File: src/rtl/hour_counter_bcd_pkg.sv
// Shared types, digit limits, FSM states and the 12-hour display mapping for the hour counter.
// Latency: n/a (types, constants and pure functions only).
// Backpressure: n/a.
// Optional feature macro: HOUR_12H_EN (adds disp_t and to12h).
package clock_pkg;

    typedef logic [3:0] bcd_digit_t;
    typedef logic [1:0] lh_digit_t;

    localparam lh_digit_t  MAX_LH        = 2'd2;
    localparam bcd_digit_t MAX_RH        = 4'd9;
    localparam bcd_digit_t MAX_RH_AT_LH2 = 4'd3;

    typedef enum logic [1:0] {
        RUN    = 2'd0,
        SET    = 2'd1,
        COMMIT = 2'd2
    } hr_state_e;

    // A load is accepted only if it names a real hour 00..23.
    function automatic logic loadIsValid(lh_digit_t lh, bcd_digit_t rh);
        return (rh <= MAX_RH) && (lh <= MAX_LH) && ((lh < MAX_LH) || (rh <= MAX_RH_AT_LH2));
    endfunction

`ifdef HOUR_12H_EN
    typedef struct packed {
        logic       pm;
        lh_digit_t  lh;
        bcd_digit_t rh;
    } disp_t;

    // 24-hour digits -> 12-hour digits: 00 -> 12, 13..23 -> 01..11, pm for 12..23.
    function automatic disp_t to12h(lh_digit_t lh, bcd_digit_t rh);
        logic [4:0] h;
        logic [4:0] h12;
        disp_t      d;
        h = 5'(lh) * 5'd10 + 5'(rh);
        if (h == 5'd0)       h12 = 5'd12;
        else if (h > 5'd12)  h12 = h - 5'd12;
        else                 h12 = h;
        d.pm = (h >= 5'd12);
        if (h12 >= 5'd10) begin
            d.lh = 2'd1;
            d.rh = 4'(h12 - 5'd10);
        end else begin
            d.lh = 2'd0;
            d.rh = h12[3:0];
        end
        return d;
    endfunction
`endif

endpackage

File: src/rtl/hour_counter_bcd_if.sv
// Bundles the hour counter's control inputs and digit/status outputs.
// Latency: n/a (wiring only).
// Backpressure: none; ticks and load strobes are single-cycle pulses that are never stalled.
// Optional feature macro: HOUR_12H_EN (adds pm).
interface hour_counter_bcd_if;
    import clock_pkg::*;

    logic       hr_tick;
    logic       set_mode;
    logic       load_stb;
    lh_digit_t  set_lh;
    bcd_digit_t set_rh;
    lh_digit_t  left_hr;
    bcd_digit_t right_hr;
    logic       day_carry;
    logic       load_err;
    logic       frozen;
`ifdef HOUR_12H_EN
    logic       pm;
`endif

    // master: minutes counter / set path side; slave: the hour counter.
    modport master (
        output hr_tick, set_mode, load_stb, set_lh, set_rh,
        input  left_hr, right_hr, day_carry, load_err, frozen
`ifdef HOUR_12H_EN
        , input pm
`endif
    );

    modport slave (
        input  hr_tick, set_mode, load_stb, set_lh, set_rh,
        output left_hr, right_hr, day_carry, load_err, frozen
`ifdef HOUR_12H_EN
        , output pm
`endif
    );
endinterface

File: src/rtl/hour_counter_bcd_digit_counter.sv
// Single mod-(MAX+1) digit counter with enable, synchronous load and terminal-count flag.
// Latency: 1 cycle from en/ld to q; qNext exposes the value q takes on the next edge.
// Backpressure: none; ld has priority over en.
// Ports: clk, rst_n, en, ld, ldVal in; q (registered), qNext, carry (q at MAX) out.
module bcd_digit_counter #(
    parameter int               WIDTH     = 4,
    parameter logic [WIDTH-1:0] MAX       = WIDTH'(9),
    parameter logic [WIDTH-1:0] RESET_VAL = '0
) (
    input  logic             clk,
    input  logic             rst_n,
    input  logic             en,
    input  logic             ld,
    input  logic [WIDTH-1:0] ldVal,
    output logic [WIDTH-1:0] q,
    output logic [WIDTH-1:0] qNext,
    output logic             carry
);
    // carry marks the terminal value; the next digit advances when this one is enabled at carry.
    assign carry = (q == MAX);

    always_comb begin
        qNext = q;
        if (ld) begin
            qNext = ldVal;
        end else if (en) begin
            qNext = carry ? '0 : q + WIDTH'(1);
        end
    end

    always_ff @(posedge clk or negedge rst_n) begin
        if (!rst_n) begin
            q <= RESET_VAL;
        end else begin
            q <= qNext;
        end
    end
endmodule

File: src/rtl/hour_counter_bcd.sv
// BCD hour counter 00..23: advances on hr_tick, wraps 23->00 with day_carry, accepts validated loads in set mode.
// Latency: hr_tick -> digits 1 cycle; load_stb -> digits 2 cycles (SET -> COMMIT -> written).
// Backpressure: none; ticks in SET/COMMIT are dropped, load_stb outside SET is ignored.
// Ports: clk, rst_n (async active-low); bus (slave): hr_tick, set_mode, load_stb, set_lh, set_rh in;
//        left_hr, right_hr, day_carry, load_err, frozen (all registered) out.
// Optional feature macro: HOUR_12H_EN adds registered pm and presents 12-hour digits.
module hour_counter_bcd
    import clock_pkg::*;
#(
    parameter int RESET_LH = 0,
    parameter int RESET_RH = 0
) (
    input  logic                     clk,
    input  logic                     rst_n,
    hour_counter_bcd_if.slave        bus
);
    hr_state_e  state, stateNext;
    lh_digit_t  pendLh;
    bcd_digit_t pendRh;
    logic       pendOk;
    lh_digit_t  lhQ, lhNext;
    bcd_digit_t rhQ, rhNext;
    logic       rhCarry, lhCarry;
    logic       dayCarry, loadErr, frozenQ;

    logic inc, atMax, wrap, commitWr, loadCapture, loadOk;

    assign inc         = (state == RUN) && bus.hr_tick;
    assign atMax       = lhCarry && (rhQ == MAX_RH_AT_LH2);
    assign wrap        = inc && atMax;
    assign commitWr    = (state == COMMIT) && pendOk;
    assign loadCapture = (state == SET) && bus.load_stb;
    assign loadOk      = loadIsValid(bus.set_lh, bus.set_rh);

    // 23 -> 00 is forced through the load path; commit and wrap are mutually exclusive by state.
    bcd_digit_counter #(
        .WIDTH(4), .MAX(MAX_RH), .RESET_VAL(bcd_digit_t'(RESET_RH))
    ) u_rh (
        .clk(clk), .rst_n(rst_n),
        .en(inc), .ld(wrap || commitWr), .ldVal(commitWr ? pendRh : 4'd0),
        .q(rhQ), .qNext(rhNext), .carry(rhCarry)
    );

    bcd_digit_counter #(
        .WIDTH(2), .MAX(MAX_LH), .RESET_VAL(lh_digit_t'(RESET_LH))
    ) u_lh (
        .clk(clk), .rst_n(rst_n),
        .en(inc && rhCarry), .ld(wrap || commitWr), .ldVal(commitWr ? pendLh : 2'd0),
        .q(lhQ), .qNext(lhNext), .carry(lhCarry)
    );

    always_comb begin
        stateNext = state;
        case (state)
            RUN:     if (bus.set_mode) stateNext = SET;
            SET: begin
                if (bus.load_stb)      stateNext = COMMIT;
                else if (!bus.set_mode) stateNext = RUN;
            end
            COMMIT:  stateNext = bus.set_mode ? SET : RUN;
            default: stateNext = RUN;
        endcase
    end

    always_ff @(posedge clk or negedge rst_n) begin
        if (!rst_n) begin
            state    <= RUN;
            pendLh   <= '0;
            pendRh   <= '0;
            pendOk   <= 1'b0;
            dayCarry <= 1'b0;
            loadErr  <= 1'b0;
            frozenQ  <= 1'b0;
        end else begin
            state    <= stateNext;
            dayCarry <= wrap;
            loadErr  <= loadCapture && !loadOk;
            frozenQ  <= (stateNext != RUN);
            if (loadCapture) begin
                pendLh <= bus.set_lh;
                pendRh <= bus.set_rh;
                pendOk <= loadOk;
            end
        end
    end

    assign bus.day_carry = dayCarry;
    assign bus.load_err  = loadErr;
    assign bus.frozen    = frozenQ;

`ifdef HOUR_12H_EN
    // Display is registered from the next internal count so it changes on the same edge.
    disp_t dispQ;
    always_ff @(posedge clk or negedge rst_n) begin
        if (!rst_n) begin
            dispQ <= to12h(lh_digit_t'(RESET_LH), bcd_digit_t'(RESET_RH));
        end else begin
            dispQ <= to12h(lhNext, rhNext);
        end
    end
    assign bus.left_hr  = dispQ.lh;
    assign bus.right_hr = dispQ.rh;
    assign bus.pm       = dispQ.pm;
`else
    logic unusedNext;
    assign unusedNext   = ^{lhNext, rhNext};
    assign bus.left_hr  = lhQ;
    assign bus.right_hr = rhQ;
`endif
endmodule

File: src/flat_wrapper.sv
// flat-port wrapper written by rule: the top's interface ports become plain ports
module hour_counter_bcd_flat import clock_pkg::*;
#(
    parameter int RESET_LH = 0,
    parameter int RESET_RH = 0
)
  (clk, rst_n, bus_hr_tick, bus_set_mode, bus_load_stb, bus_set_lh, bus_set_rh, bus_left_hr, bus_right_hr, bus_day_carry, bus_load_err, bus_frozen);
  hour_counter_bcd_if bus_i ();
  input  logic clk;
  input  logic rst_n;
  input wire logic [$bits(bus_i.hr_tick)-1:0] bus_hr_tick;
  input wire logic [$bits(bus_i.set_mode)-1:0] bus_set_mode;
  input wire logic [$bits(bus_i.load_stb)-1:0] bus_load_stb;
  input wire logic [$bits(bus_i.set_lh)-1:0] bus_set_lh;
  input wire logic [$bits(bus_i.set_rh)-1:0] bus_set_rh;
  output wire logic [$bits(bus_i.left_hr)-1:0] bus_left_hr;
  output wire logic [$bits(bus_i.right_hr)-1:0] bus_right_hr;
  output wire logic [$bits(bus_i.day_carry)-1:0] bus_day_carry;
  output wire logic [$bits(bus_i.load_err)-1:0] bus_load_err;
  output wire logic [$bits(bus_i.frozen)-1:0] bus_frozen;
  assign bus_i.hr_tick = bus_hr_tick;
  assign bus_i.set_mode = bus_set_mode;
  assign bus_i.load_stb = bus_load_stb;
  assign bus_i.set_lh = bus_set_lh;
  assign bus_i.set_rh = bus_set_rh;
  assign bus_left_hr = bus_i.left_hr;
  assign bus_right_hr = bus_i.right_hr;
  assign bus_day_carry = bus_i.day_carry;
  assign bus_load_err = bus_i.load_err;
  assign bus_frozen = bus_i.frozen;
  hour_counter_bcd #(.RESET_LH(RESET_LH), .RESET_RH(RESET_RH)) u_core (.clk(clk), .rst_n(rst_n), .bus(bus_i));
endmodule
File: config.mk
export PLATFORM = sky130hd
export DESIGN_NAME = hour_counter_bcd_flat
export DESIGN_NICKNAME = d
export VERILOG_FILES = /design/src/rtl/hour_counter_bcd_pkg.sv /design/src/rtl/hour_counter_bcd_if.sv /design/src/rtl/hour_counter_bcd_digit_counter.sv /design/src/rtl/hour_counter_bcd.sv /design/src/flat_wrapper.sv
export SDC_FILE = /design/constraint.sdc
export NUM_CORES = 1
export LEC_CHECK = 0
export ABC_AREA = 1
export ABC_CLOCK_PERIOD_IN_PS = 1150
export CORE_MARGIN = 3
export CORE_UTILIZATION = 46
export CTS_BUF_LIST = sky130_fd_sc_hd__clkbuf_8
export DETAILED_ROUTE_END_ITERATION = 12
export PLACE_DENSITY = 0.76
export SYNTH_ARGS = -nofsm -noshare
export SYNTH_HDL_FRONTEND = slang
export SYNTH_SLANG_ARGS = --single-unit
File: constraint.sdc
create_clock -name clk -period 1.15 [get_ports clk]
set_input_delay 0.1725 -clock clk [delete_from_list [all_inputs] [get_ports clk]]
set_output_delay 0.1725 -clock clk [all_outputs]
set_load 0.005 [all_outputs]
==> metrics.yaml, run 1 <==
sta:
  hold_viol_final: 0
  fin_crit_sh_pct: 114
  fmax_mhz: 763
  setup_slack_ns: -0.161
  finClkSkew_ns: 0.000595
  slew_viol_final: 0
  period_minus_slack_ns: 1.31
  slew_headroom_pct: 76.1
  rsz0062_at_grt: "true"
  worst_slew_pin_slew_ns: 0.355
  setup_viol: 7
power:
  ir_drop_mv: 1.18
  p_leak_nw: 0.802
  power_density_mw_per_mm2: 1870
  total_power_mw: 2.83
logic_synthesis:
  synthCells: 117
  synth-compound-area-share_pct: 6.84
  synth_cell_types: 23
  synthTopCellsByArea: "dfrtp_1 (48%), nand2_1 (16%), nand3_1 (5.4%)"
  ys_warn_count: 0
  synth.top_cell.area_share_pct: 48.3
  yosys.area_share.simple_pct: 37.7
  synth_fa_ha_area_share_pct: 0
  synthMuxAreaShare_pct: 0
  synthXorXnorAreaFrac_pct: 0.938
  synth_fp_nets: 128
  synth_top_family_by_area: "simple AND/OR/NAND/NOR gates"
  syn_area_um2: 933
  synth_area_leader_cell: "dfrtp_1"
  ys_seq_area_share_pct: 48.3
  avgSynthCellArea_um2: 7.98
  synth_seq_cells: 18
placement:
  placed_cells: 175
  gp_congestion: 0.823
  io_buffers: 19
  place_area_mm2: 0.00128
  place_hpwl_um: 1550
setup_path:
  cp_slowest_cell: "dfrtp_1"
  cp_top_family: "simple AND/OR/NAND/NOR gates"
  path_cells: "buf_6 > inv_4 > nand2_4 > nor2_4 > nand3_4 > and2_4 > nand3_2 > nand2_2"
  worstPathMaxFanout: 8
  critical_path_class: "reg2reg"
  worst_setup_path_start_kind: "flip-flop"
  slowest_delay_ns: 0.39
  end_kind: "flip-flop"
  required_ns: 1.30
  crit_buf_inv: 2
  worst_ep_arrival_time_ns: 1.46
job:
  maxCapViolCount: 0
routing:
  drt-initial-drc-count: 28
  post_drt_wl_per_cell_um: 14.4
  routed_wl_um: 2730
  vias: 996
  routed_via_density: 5.24
  drc: 0
  wl_met1_um: 997
  wl_met3_um: 117
  antenna_left: 0
  drt_first_pass_iters: 5
  wl_met2_um: 1490
  highest_layer: "met4"
global_routing:
  grt_overflow: 0
  grt_pass1_vias: 945
  grt_antenna_before_repair: 0
  grt_pass1_wl_um: 3860
  grt_max_degree: 19
  grt_use_total_pct: 19.9
floorplanning:
  core_mm2: 0.00182
  pin_count: 20
  die-area_mm2: 0.00261
  initial_core_util_pct: 51.3
  die_y_um: 51.0
  rows: 15
  dieWidth_um: 51.0
worst_hold_path:
  min-delay-path-class: "in2async"
layout:
  mostFrequentLayoutCells: "nand2_1 (33), buf_4 (20), dfrtp_1 (17)"
  stdcell_area_mm2: 0.00152
  final_common_cell: "nand2_1"
  area_delta_synth_final_pct: 62.6
  drive_gt1_share_pct: 40.0
  fin_nets: 177
  fin_cells: 190
  diodes: 0
outcome:
  outcome: "finished, violations left"
  violations: "setup timing"
cts:
  cts_tree: "yes"
  numCtsBuffers: 3
  cts_root_buf: "clkbuf_8"
  hold_buffers: 0
  cts_max_path_buffers: 2
  clkLatencyLatePin_ns: 0.26
  h-tree-depth: 1
  clk_pin_slew_ns: 0.07
  cts.sinks: 18
## path summary, 6_finish.rpt
kind / start / end / slack [ns] / depth (start not counted)
max: u_core.u_rh.q[2] / u_core.u_lh.q[0] / -0.16 / 8
min: rst_n / u_core.u_lh.q[0] / 0.24 / 2
max reg2reg: u_core.u_rh.q[2] / u_core.u_lh.q[0] / -0.16 / 8
min reg2reg: u_core.pendRh[2] / u_core.pendRh[2] / 0.50 / 2
max in group asynchronous: rst_n / u_core.state[1] / 0.69 / 2
min in group clk: bus_set_rh[0] / u_core.pendRh[0] / 0.45 / 3
## power by group
| group | internal [mW] | leakage [nW] | total, mW | switching [mW] |
|---|---|---|---|---|
| clock network | 0.305 | 0.0288 | 0.520 | 0.216 |
| logic | 0.676 | 0.554 | 1.40 | 0.721 |
| registers | 0.791 | 0.220 | 0.916 | 0.125 |
## per-layer routing
layer	track usage [%]	vias to the layer above
met2	36.5	41
met4	12.6	0
li1	-	464
met1	20.7	477
met3	3.21	14
met5	0	-
## timing repair
item,CTS,global route
pin swaps,7,13
resized for setup,23,20
buffers inserted,8,4
setup endpoints to repair,15,16
## cell type report
type	instances	area, um2
well taps	25	31.3
flip-flops and latches	18	452
inverters	15	67.6
clock buffers	4	55.1
fillers	112	303
multi-input cells	84	514
repair buffers	44	398
## synth_stat cells
cell type   n
xor2_1      1
nand3_1    10
inv_2       4
nand2_1    41
nor2_1     10
nand4_1     2
a21oi_2     2
or2_1       1
nor2_4      1
o21ai_1     1
nor3_1      1
a211oi_2    1
o21ai_2     1
nand2_2     4
o21ai_0     1
nand3_4     2
clkinv_1    1
a21oi_1     3
clkinv_2    2
and2_4      1
dfrtp_1    18
nor2_2      1
inv_1       8
## sequential cells by signal, summed over array words and instances (netlist names)
| register | cells |
|---|---|
| u_core.pendRh | 4 |
| u_core.u_rh.q | 4 |
| u_core.pendLh | 2 |
| u_core.state | 2 |
| u_core.u_lh.q | 2 |
| u_core.bus.day_carry | 1 |
| u_core.bus.frozen | 1 |
| u_core.bus.load_err | 1 |
| u_core.pendOk | 1 |
## per-stage QoR
stage / TNS, ns / hold slack [ns] / setup WS (ns) / util [%]
after floorplan: 0 / -0.123 / 0.00511 / -
after global placement: -1.66 / 0.464 / -0.214 / 70.2
after detailed placement: -1.90 / 0.467 / -0.236 / 70.2
after CTS: -0.306 / 0.251 / -0.0981 / 77.9
after global routing: -1.60 / 0.263 / -0.225 / 83.4
final: -0.953 / 0.244 / -0.161 / 83.4
## kinds of logic (layout without fill, tap and decap cells)
family / Yosys count / count (layout)
DFF: 18 / 18
xor gates and xnor gates: 1 / 1
and+or+nand+nor: 74 / 74
buffers and inverters: 15 / 63
AOI/OAI and AO/OA: 9 / 9
No activity file was read; power rests on OpenSTA's default activity.
==> run 2, diff against run 1 <==
RECOVER_POWER = 50   (was default)
REMOVE_ABC_BUFFERS = 1   (was default)
==> metrics.yaml, run 2 (synthesis gave the netlist of run 1 again) <==
outcome:
  outcome: "finished, violations left"
  violations: "setup timing"
cts:
  cts_max_path_buffers: 2  # unchanged
  numCtsBuffers: 3  # unchanged
  h-tree-depth: 1  # unchanged
  cts.sinks: 18  # unchanged
  clkLatencyLatePin_ns: 0.25  # about the same
  cts_tree: "yes"
  cts_root_buf: "clkbuf_8"
  hold_buffers: 0  # unchanged
  clk_pin_slew_ns: 0.07  # about the same
routing:
  post_drt_wl_per_cell_um: 13.9  # -3.1%
  wl_met3_um: 105  # -10%
  drt_first_pass_iters: 4  # -1
  wl_met2_um: 1450  # -3.0%
  routed_via_density: 5.10  # -2.7%
  drt-initial-drc-count: 17  # -39%
  routed_wl_um: 2680  # -2.0%
  antenna_left: 0  # unchanged
  wl_met1_um: 1040  # +4.4%
  vias: 979  # -1.7%
  highest_layer: "met4"
  drc: 0  # unchanged
placement:
  place_area_mm2: 0.00129  # +0.78%
  place_hpwl_um: 1570  # +0.80%
  gp_congestion: 0.834  # +1.3%
  io_buffers: 19  # unchanged
setup_path:
  r2r-start: "u_core.u_rh.q[1]"
  reg2regPathDepth: 7  # -1
  critical_path_class: "reg2reg"
  required_ns: 1.29  # about the same
  r2r-end: "u_core.u_lh.q[1]"
  ff2ff_setup_slack_ns: -0.12  # +0.04 ns
  end_kind: "flip-flop"
  worst_ep_arrival_time_ns: 1.41  # -0.05 ns
  worstPathMaxFanout: 6  # -2
  worst_setup_path_start_kind: "flip-flop"
power:
  power_density_mw_per_mm2: 1940  # +3.8%
  share_comb_of_total_power_pct: 51.6  # +2.3 points
  seq_power_share_pct: 31.3  # -1.0 points
  clkPwrFrac_pct: 17.1  # -1.3 points
  ir_drop_mv: 1.37  # +15%
  intPower_mw: 1.87  # +5.6%
  switching_share_pct: 37.9  # +0.45 points
  switching_power_mw: 1.14  # +7.6%
  p_leak_nw: 0.792  # -1.3%
  total_power_mw: 3.01  # +6.3%
layout:
  drive_gt1_share_pct: 43.1  # +3.1 points
  mostFrequentLayoutCells: "nand2_1 (33), buf_4 (18), dfrtp_1 (17)"
  fin_nets: 179  # +1.1%
  diodes: 0  # unchanged
  final_common_cell: "nand2_1"
  stdcell_area_mm2: 0.00156  # +2.5%
  area_delta_synth_final_pct: 66.6
  top_regs: "u_core.pendRh: 4 flops, u_core.u_rh.q: 4 flops"
floorplanning:
  initial_core_util_pct: 51.3  # unchanged
  pin_count: 20  # unchanged
  rows: 15  # unchanged
  die_y_um: 51.0  # unchanged
  dieWidth_um: 51.0  # unchanged
  die-area_mm2: 0.00261  # unchanged
  core_mm2: 0.00182  # unchanged
sta:
  finClkSkew_ns: 0.000610  # +0.0000157 ns
  hold_viol_final: 0  # unchanged
  setup_viol: 7  # unchanged
  slew_headroom_pct: 69.9  # -6.2 points
  fin_crit_sh_pct: 110  # -3.5 points
  period_minus_slack_ns: 1.27  # -0.0408 ns
  setup_slack_ns: -0.120  # +0.0408 ns
  rsz0062_at_grt: "true"
  fmax_mhz: 788  # +3.2%
  worst_slew_pin_slew_ns: 0.451  # +0.0960 ns
  slew_viol_final: 0  # unchanged
  setup_tns_ns: -0.462  # +0.491 ns
global_routing:
  grt_pass1_wl_um: 3800  # -1.8%
  grt_antenna_before_repair: 0  # unchanged
  grt_max_degree: 19  # unchanged
  grt_overflow: 0  # unchanged
  grt_use_total_pct: 19.5  # -0.35 points
  grt_pass1_vias: 948  # +0.32%
worst_hold_path:
  min-delay-path-class: "in2async"
job:
  maxCapViolCount: 0  # unchanged
-- run 2: cell count changes in the layout (fill, tap and decap cells not counted), sizes merged, moves of 2 or more --
| cell | previous run | this run |
|---|---|---|
| clkdlybuf4s15 | 1 | 3 |
| clkinv | 1 | 3 |
| dlygate4sd2 | 7 | 5 |
| inv | 14 | 12 |
-- run 2: per-layer routing --
metal	vias up	GRT usage [%]
li1	477	-
met1	464	20.4
met2	29	36.5
met3	9	3.21
met4	0	10.8
met5	-	0
-- run 2: area by class of cell --
class / count / area, um2
Clock buffer: 4 / 55.1
Fill cell: 112 / 265
Inverter: 15 / 65.1
Multi-Input combinational cell: 85 / 539
Sequential cell: 18 / 452
Tap cell: 25 / 31.3
Timing Repair Buffer: 45 / 413
-- run 2: timing repair --
item | CTS | global route
setup buffers | 7 | 6
gates cloned | 1 | 0
pin swaps | 5 | 13
resized for setup | 16 | 35
endpoints found under the setup margin | 13 | 14
-- run 2: through the flow --
stage	hold WS (ns)	instances	setup slack, ns	util [%]
after CTS	0.251	187	-0.0486	77.4
after global placement	0.464	177	-0.261	70.7
after global routing	0.410	192	-0.188	85.4
final	0.390	192	-0.120	85.4
after detailed placement	0.468	177	-0.293	70.7
after floorplan	-0.123	117	-0.0335	-
-- run 2: worst max-delay path, cell delays in order, from the launching register on --
cell and delay (ns):
dfrtp_1 0.36, buf_6 0.12, nand2_4 0.06, nor2_4 0.15, nand3_4 0.13, and2_4 0.17, nand3_1 0.09, nand2_1 0.08
-- run 2: power groups by stage --
stage	clock network [mW]	logic, mW	registers, mW
6_report	0.515	1.55	0.943
4_1_cts	0.516	1.18	0.917
3_3_place_gp	0	1.07	0.925
2_1_floorplan	0	0.501	0.964
3_5_place_dp	0	1.10	0.934
5_1_grt	0.555	1.68	0.968
-- run 2: how the worst max path moves through the flow --
stage                           startpoint  cells after the start  slack, ns                to
final                     u_core.u_rh.q[1]                      7      -0.12  u_core.u_lh.q[1]
after CTS                  u_core.state[0]                      7      -0.05  u_core.u_lh.q[1]
after detailed placement       bus_hr_tick                      7      -0.29  u_core.u_lh.q[1]
after global routing      u_core.u_rh.q[3]                      7      -0.19  u_core.u_lh.q[0]
after floorplan            u_core.state[0]                      7      -0.03  u_core.u_lh.q[0]
after global placement         bus_hr_tick                      7      -0.26  u_core.u_lh.q[0]
==> run 3, diff against run 2 <==
CORE_ASPECT_RATIO = 0.6   (was default)
CORE_UTILIZATION = 35   (was 46)
PLACE_DENSITY = default   (was 0.76)
RECOVER_POWER = default   (was 50)
SLEW_MARGIN = 20   (was default)
==> metrics.yaml, run 3 (synthesis gave the netlist of run 1 again) <==
placement:
  gp_congestion: 0.896  # +7.5%
  io_buffers: 19  # unchanged
  place_hpwl_um: 1710  # +9.5%
sta:
  worst_slew_pin_slew_ns: 0.246  # -0.205 ns
  rsz0062_at_grt: "true"
  finClkSkew_ns: 0.00467  # +0.00406 ns
  slew_viol_final: 0  # unchanged
  setup_tns_ns: -0.422  # +0.0404 ns
  fin_crit_sh_pct: 108  # -2.6 points
  slew_headroom_pct: 83.6  # +14 points
  fmax_mhz: 807  # +2.4%
  setup_viol: 7  # unchanged
  hold_viol_final: 0  # unchanged
  setup_slack_ns: -0.0899  # +0.0299 ns
  period_minus_slack_ns: 1.24  # -0.0299 ns
routing:
  routed_wl_um: 2620  # -2.1%
  antenna_left: 0  # unchanged
  drc: 0  # unchanged
  drt_first_pass_iters: 4  # unchanged
  routed_via_density: 4.78  # -6.3%
  vias: 965  # -1.4%
  post_drt_wl_per_cell_um: 13.0  # -6.9%
  drt-initial-drc-count: 127  # +110
global_routing:
  grt_pass1_wl_um: 4200  # +11%
  grt_pass1_vias: 950  # +0.21%
  grt_overflow: 0  # unchanged
  grt_max_degree: 19  # unchanged
  grt_use_total_pct: 17.0  # -2.5 points
  grt_antenna_before_repair: 0  # unchanged
floorplanning:
  die-area_mm2: 0.00334  # +28%
  core_mm2: 0.00234  # +29%
  initial_core_util_pct: 39.9  # -11 points
  die_y_um: 46  # -9.9%
  rows: 13  # -2
  pin_count: 20  # unchanged
  dieWidth_um: 72.7  # +42%
layout:
  mostFrequentLayoutCells: "nand2_1 (38), buf_4 (28), dfrtp_1 (17)"
  fillCellCount: 190  # +70%
  area_delta_synth_final_pct: 65.1
  final_common_cell: "nand2_1"
  fin_nets: 184  # +2.8%
  diodes: 0  # unchanged
  top_regs: "u_core.pendRh: 4 flops, u_core.u_rh.q: 4 flops"
  drive_gt1_share_pct: 40.1  # -3.0 points
cts:
  cts.sinks: 18  # unchanged
  h-tree-depth: 1  # unchanged
  cts_root_buf: "clkbuf_8"
  numCtsBuffers: 3  # unchanged
  cts_tree: "yes"
  clkLatencyLatePin_ns: 0.26  # about the same
  clk_pin_slew_ns: 0.07  # about the same
  cts_max_path_buffers: 2  # unchanged
power:
  ir_drop_mv: 0.899  # -34%
  power_density_mw_per_mm2: 1940  # about the same
  total_power_mw: 2.99  # -0.93%
  p_leak_nw: 0.817  # +3.2%
setup_path:
  end_kind: "flip-flop"
  required_ns: 1.34  # +0.05 ns
  worst_ep_arrival_time_ns: 1.43  # +0.02 ns
  reg2regPathDepth: 6  # -1
  r2r-start: "u_core.u_rh.q[2]"
  crit_start: "u_core.u_rh.q[2]"
  worstPathMaxFanout: 3  # -3
  ff2ff_setup_slack_ns: -0.09  # +0.03 ns
  r2r-end: "u_core.u_rh.q[2]"
  critical_path_class: "reg2reg"
  worst_setup_path_start_kind: "flip-flop"
outcome:
  violations: "setup timing"
  outcome: "finished, violations left"
job:
  maxCapViolCount: 0  # unchanged
worst_hold_path:
  min-delay-path-class: "in2async"
run 3: cell types whose count changed in the layout (fill, tap and decap cells not counted), moves of 2 or more:
cell,before,now
inv_1,6,8
buf_6,7,5
clkdlybuf4s15_1,3,0
buf_4,18,28
dlygate4sd2_1,5,8
nand2_1,33,38
nand2_2,9,4
run 3: worst max-delay path, cell delays in order (launching register included):
cell and delay, ns:
dfrtp_1 0.41, inv_2 0.07, buf_6 0.12, buf_6 0.12, xor2_2 0.18, nand3_1 0.12
a21oi_2 0.15
run 3: power by group:
part | leakage (nW) | internal (mW) | total (mW) | switching [mW]
Sequential | 0.220 | 0.791 | 0.907 | 0.116
Clock | 0.0288 | 0.305 | 0.531 | 0.226
Combinational | 0.569 | 0.805 | 1.55 | 0.742
Total | 0.817 | 1.90 | 2.99 | 1.08
run 3: metrics by stage:
stage | area (um2) | util (%) | cells | setup slack [ns] | hold slack (ns)
2_1_floorplan | 933 | - | 117 | -0.0335 | -0.123
3_3_place_gp | 1300 | 55.3 | 184 | -0.231 | 0.464
3_5_place_dp | 1300 | 55.3 | 184 | -0.286 | 0.470
4_1_cts | 1450 | 62.0 | 197 | -0.0804 | 0.254
5_1_grt | 1540 | 65.8 | 202 | -0.141 | 0.276
6_report | 1540 | 65.8 | 202 | -0.0899 | 0.244
run 3: layer usage:
layer | GRT usage (%) | wire [um]
met2 | 29.2 | 1210
met5 | 0 | 0
met3 | 6.17 | 161
met1 | 20.4 | 1210
met4 | 5.15 | 40
run 3: final cells by class:
class                           instances  area (um2)  area share [%]
Tap cell                               30        37.5            2.44
Clock buffer                            4        55.1            3.57
Timing Repair Buffer                   51         437            28.3
Multi-Input combinational cell         84         500            32.5
Sequential cell                        18         452            29.3
Inverter                               15        60.1            3.90
run 3: timing repair:
action | in CTS | in global routing
hold endpoints to repair | 0 | 0
setup buffers | 9 | 5
pin swaps | 10 | 12
hold buffers | 0 | 0
gates cloned | 0 | 0
endpoints found under the setup margin | 15 | 9
gates resized for setup | 22 | 13
run 3: how the worst max path moves through the flow:
stage,to,slack [ns]
3_5_place_dp,u_core.u_lh.q[0],-0.29
2_1_floorplan,u_core.u_lh.q[0],-0.03
5_1_grt,u_core.u_rh.q[2],-0.14
4_1_cts,u_core.u_rh.q[2],-0.08
6_report,u_core.u_rh.q[2],-0.09
3_3_place_gp,u_core.u_lh.q[0],-0.23
==> edit (flow settings as in run 3) <==
Encoding of `hr_state_e`: now one-hot (3 bits for 3 states).
--- a/src/rtl/hour_counter_bcd_pkg.sv
+++ b/src/rtl/hour_counter_bcd_pkg.sv
@@ -13,6 +13,6 @@
 
-    typedef enum logic [1:0] {
-        RUN    = 2'd0,
-        SET    = 2'd1,
-        COMMIT = 2'd2
+    typedef enum logic [2:0] {
+        RUN    = 3'b001,
+        SET    = 3'b010,
+        COMMIT = 3'b100
     } hr_state_e;
Function: same outputs for any inputs over 10 cycles, from zero or initial values and one cycle with rst_n low; not proved beyond that.
==> edit against run 3 <==
The flow still finishes with violations (negative setup slack). Area after synthesis is 7.0% higher. Critical path depth grew 2. Largest power group unchanged. Final area is 1.6% higher. Die area increased by 6.2%. Sequential cell count increased by 1. Power is 24% higher. Routed wire length is 5.8% lower. Setup slack worse by 0.0093 ns.
==> edit: results <==
outcome:
  status: "finished, violations left"
  violations: "negative setup slack"
cells_and_area:
  fin_nets: 185
  fillCellCount: 232
  top_regs: "u_core.pendRh x4, u_core.u_rh.q x4, u_core.state x3"
route:
  wl_met1_um: 1207
  drtIter0Drc: 54
  vias_per_cell: 4.644
  met2_length_um: 1095
yosys:
  yosysSeqAreaShare_pct: 47.74
  synthTopCellsByCount: "41 x nand2_1, 18 x dfrtp_1, 13 x inv_1, 10 x nor2_1, 7 x nand3_1"
  synth.area.top_cells: "dfrtp_1 45%, nand2_1 15%, inv_1 4.9%"
sta:
  tightest_slew_ns: 0.3238
  whs_ns: 0.2519
  setup_tns_ns: -0.7441
  final-setup-viol-count: 11
  setup_slack_ns: -0.09922
  finClkSkew_ns: 0.001391
grt:
  first_global_vias: 925
  grt_pass1_wl_um: 4146
  track_usage_pct: 16.07
worst_setup_path:
  worst_r2r_path_depth: 8
  crit_path_end: "u_core.u_rh.q[1]"
  cp.arrival_ns: 1.40
placement:
  hpwl_um: 1703
  place_area_sq_mm: 0.001343
power_and_ir_drop:
  peakVddDrop_mv: 0.9037
==> edit: changes by cell type after synthesis, sizes merged, moves of 2 or more <==
cell	run 3	this run
nand3	12	9
clkinv	3	0
nand2	45	48
nor3	1	3
a21oi	5	2
inv	12	16
nand4	2	6
buf	0	2
==> edit: worst max-delay path: cells and delay by family (launching register included) <==
family / cells / cell delay, ns
buffers and inverters: 3 / 0.33
flip-flops: 1 / 0.40
AND/OR/NAND/NOR: 5 / 0.40
==> edit: final cells by class <==
class                   instances  area (sq um)  area share [%]
repair buffers                 46         405.4           25.88
flip-flops and latches         19         478.0           30.51
clock buffers                   3         41.29           2.636
well taps                      32         40.04           2.556
inverters                      16         60.06           3.834
multi-input cells              88         536.8           34.27
clock inverters                 1         5.005          0.3195
==> edit: how the worst min path moves through the flow <==
| stage | endpoint | cells after the start | startpoint |
|---|---|---|---|
| after floorplan | u_core.bus.day_carry | 0 | rst_n |
| final | u_core.u_rh.q[3] | 2 | rst_n |
| after global routing | u_core.state[2] | 2 | rst_n |
| after detailed placement | u_core.pendRh[3] | 2 | u_core.pendRh[3] |
| after CTS | u_core.state[2] | 2 | rst_n |
| after global placement | u_core.pendRh[1] | 2 | u_core.pendRh[1] |
==> edit: what timing repair did <==
action / 4_1_cts / 5_1_grt
pin swaps: 5 / 5
gates resized for setup: 30 / 22
hold endpoints to repair: 0 / 0
gates cloned: 0 / 1
setup buffers: 8 / 2
endpoints found under the setup margin: 26 / 20
==> edit: metrics by stage <==
stage	setup slack, ns	power [uW]	std cells	util [%]
floorplan	-0.1942	1995	123	-
global placement	-0.1464	2722	190	51.44
detailed placement	-0.1574	2744	190	51.44
CTS	-0.08944	3504	202	57.86
global route	-0.1867	3998	205	60.02
finish	-0.09922	3702	205	60.02
==> edit: power breakdown <==
part	switching, uW	internal [uW]	total (uW)
logic	1040	1030	2070
clock network	226	241	468
registers	192	971	1160
==> edit: cells by family after synthesis <==
kind of cell    count (synthesis)  share of synthesized area [%]
compound gates                  7                          3.759
buf+inv                        18                          7.895
flops                          19                          47.74
simple gates                   81                          40.60
==> edit: layer usage <==
metal / track usage [%] / vias up
met5: 0 / -
li1: - / 489
met2: 25.95 / 28
met1: 21.83 / 430
met3: 4.701 / 5
met4: 3.191 / 0
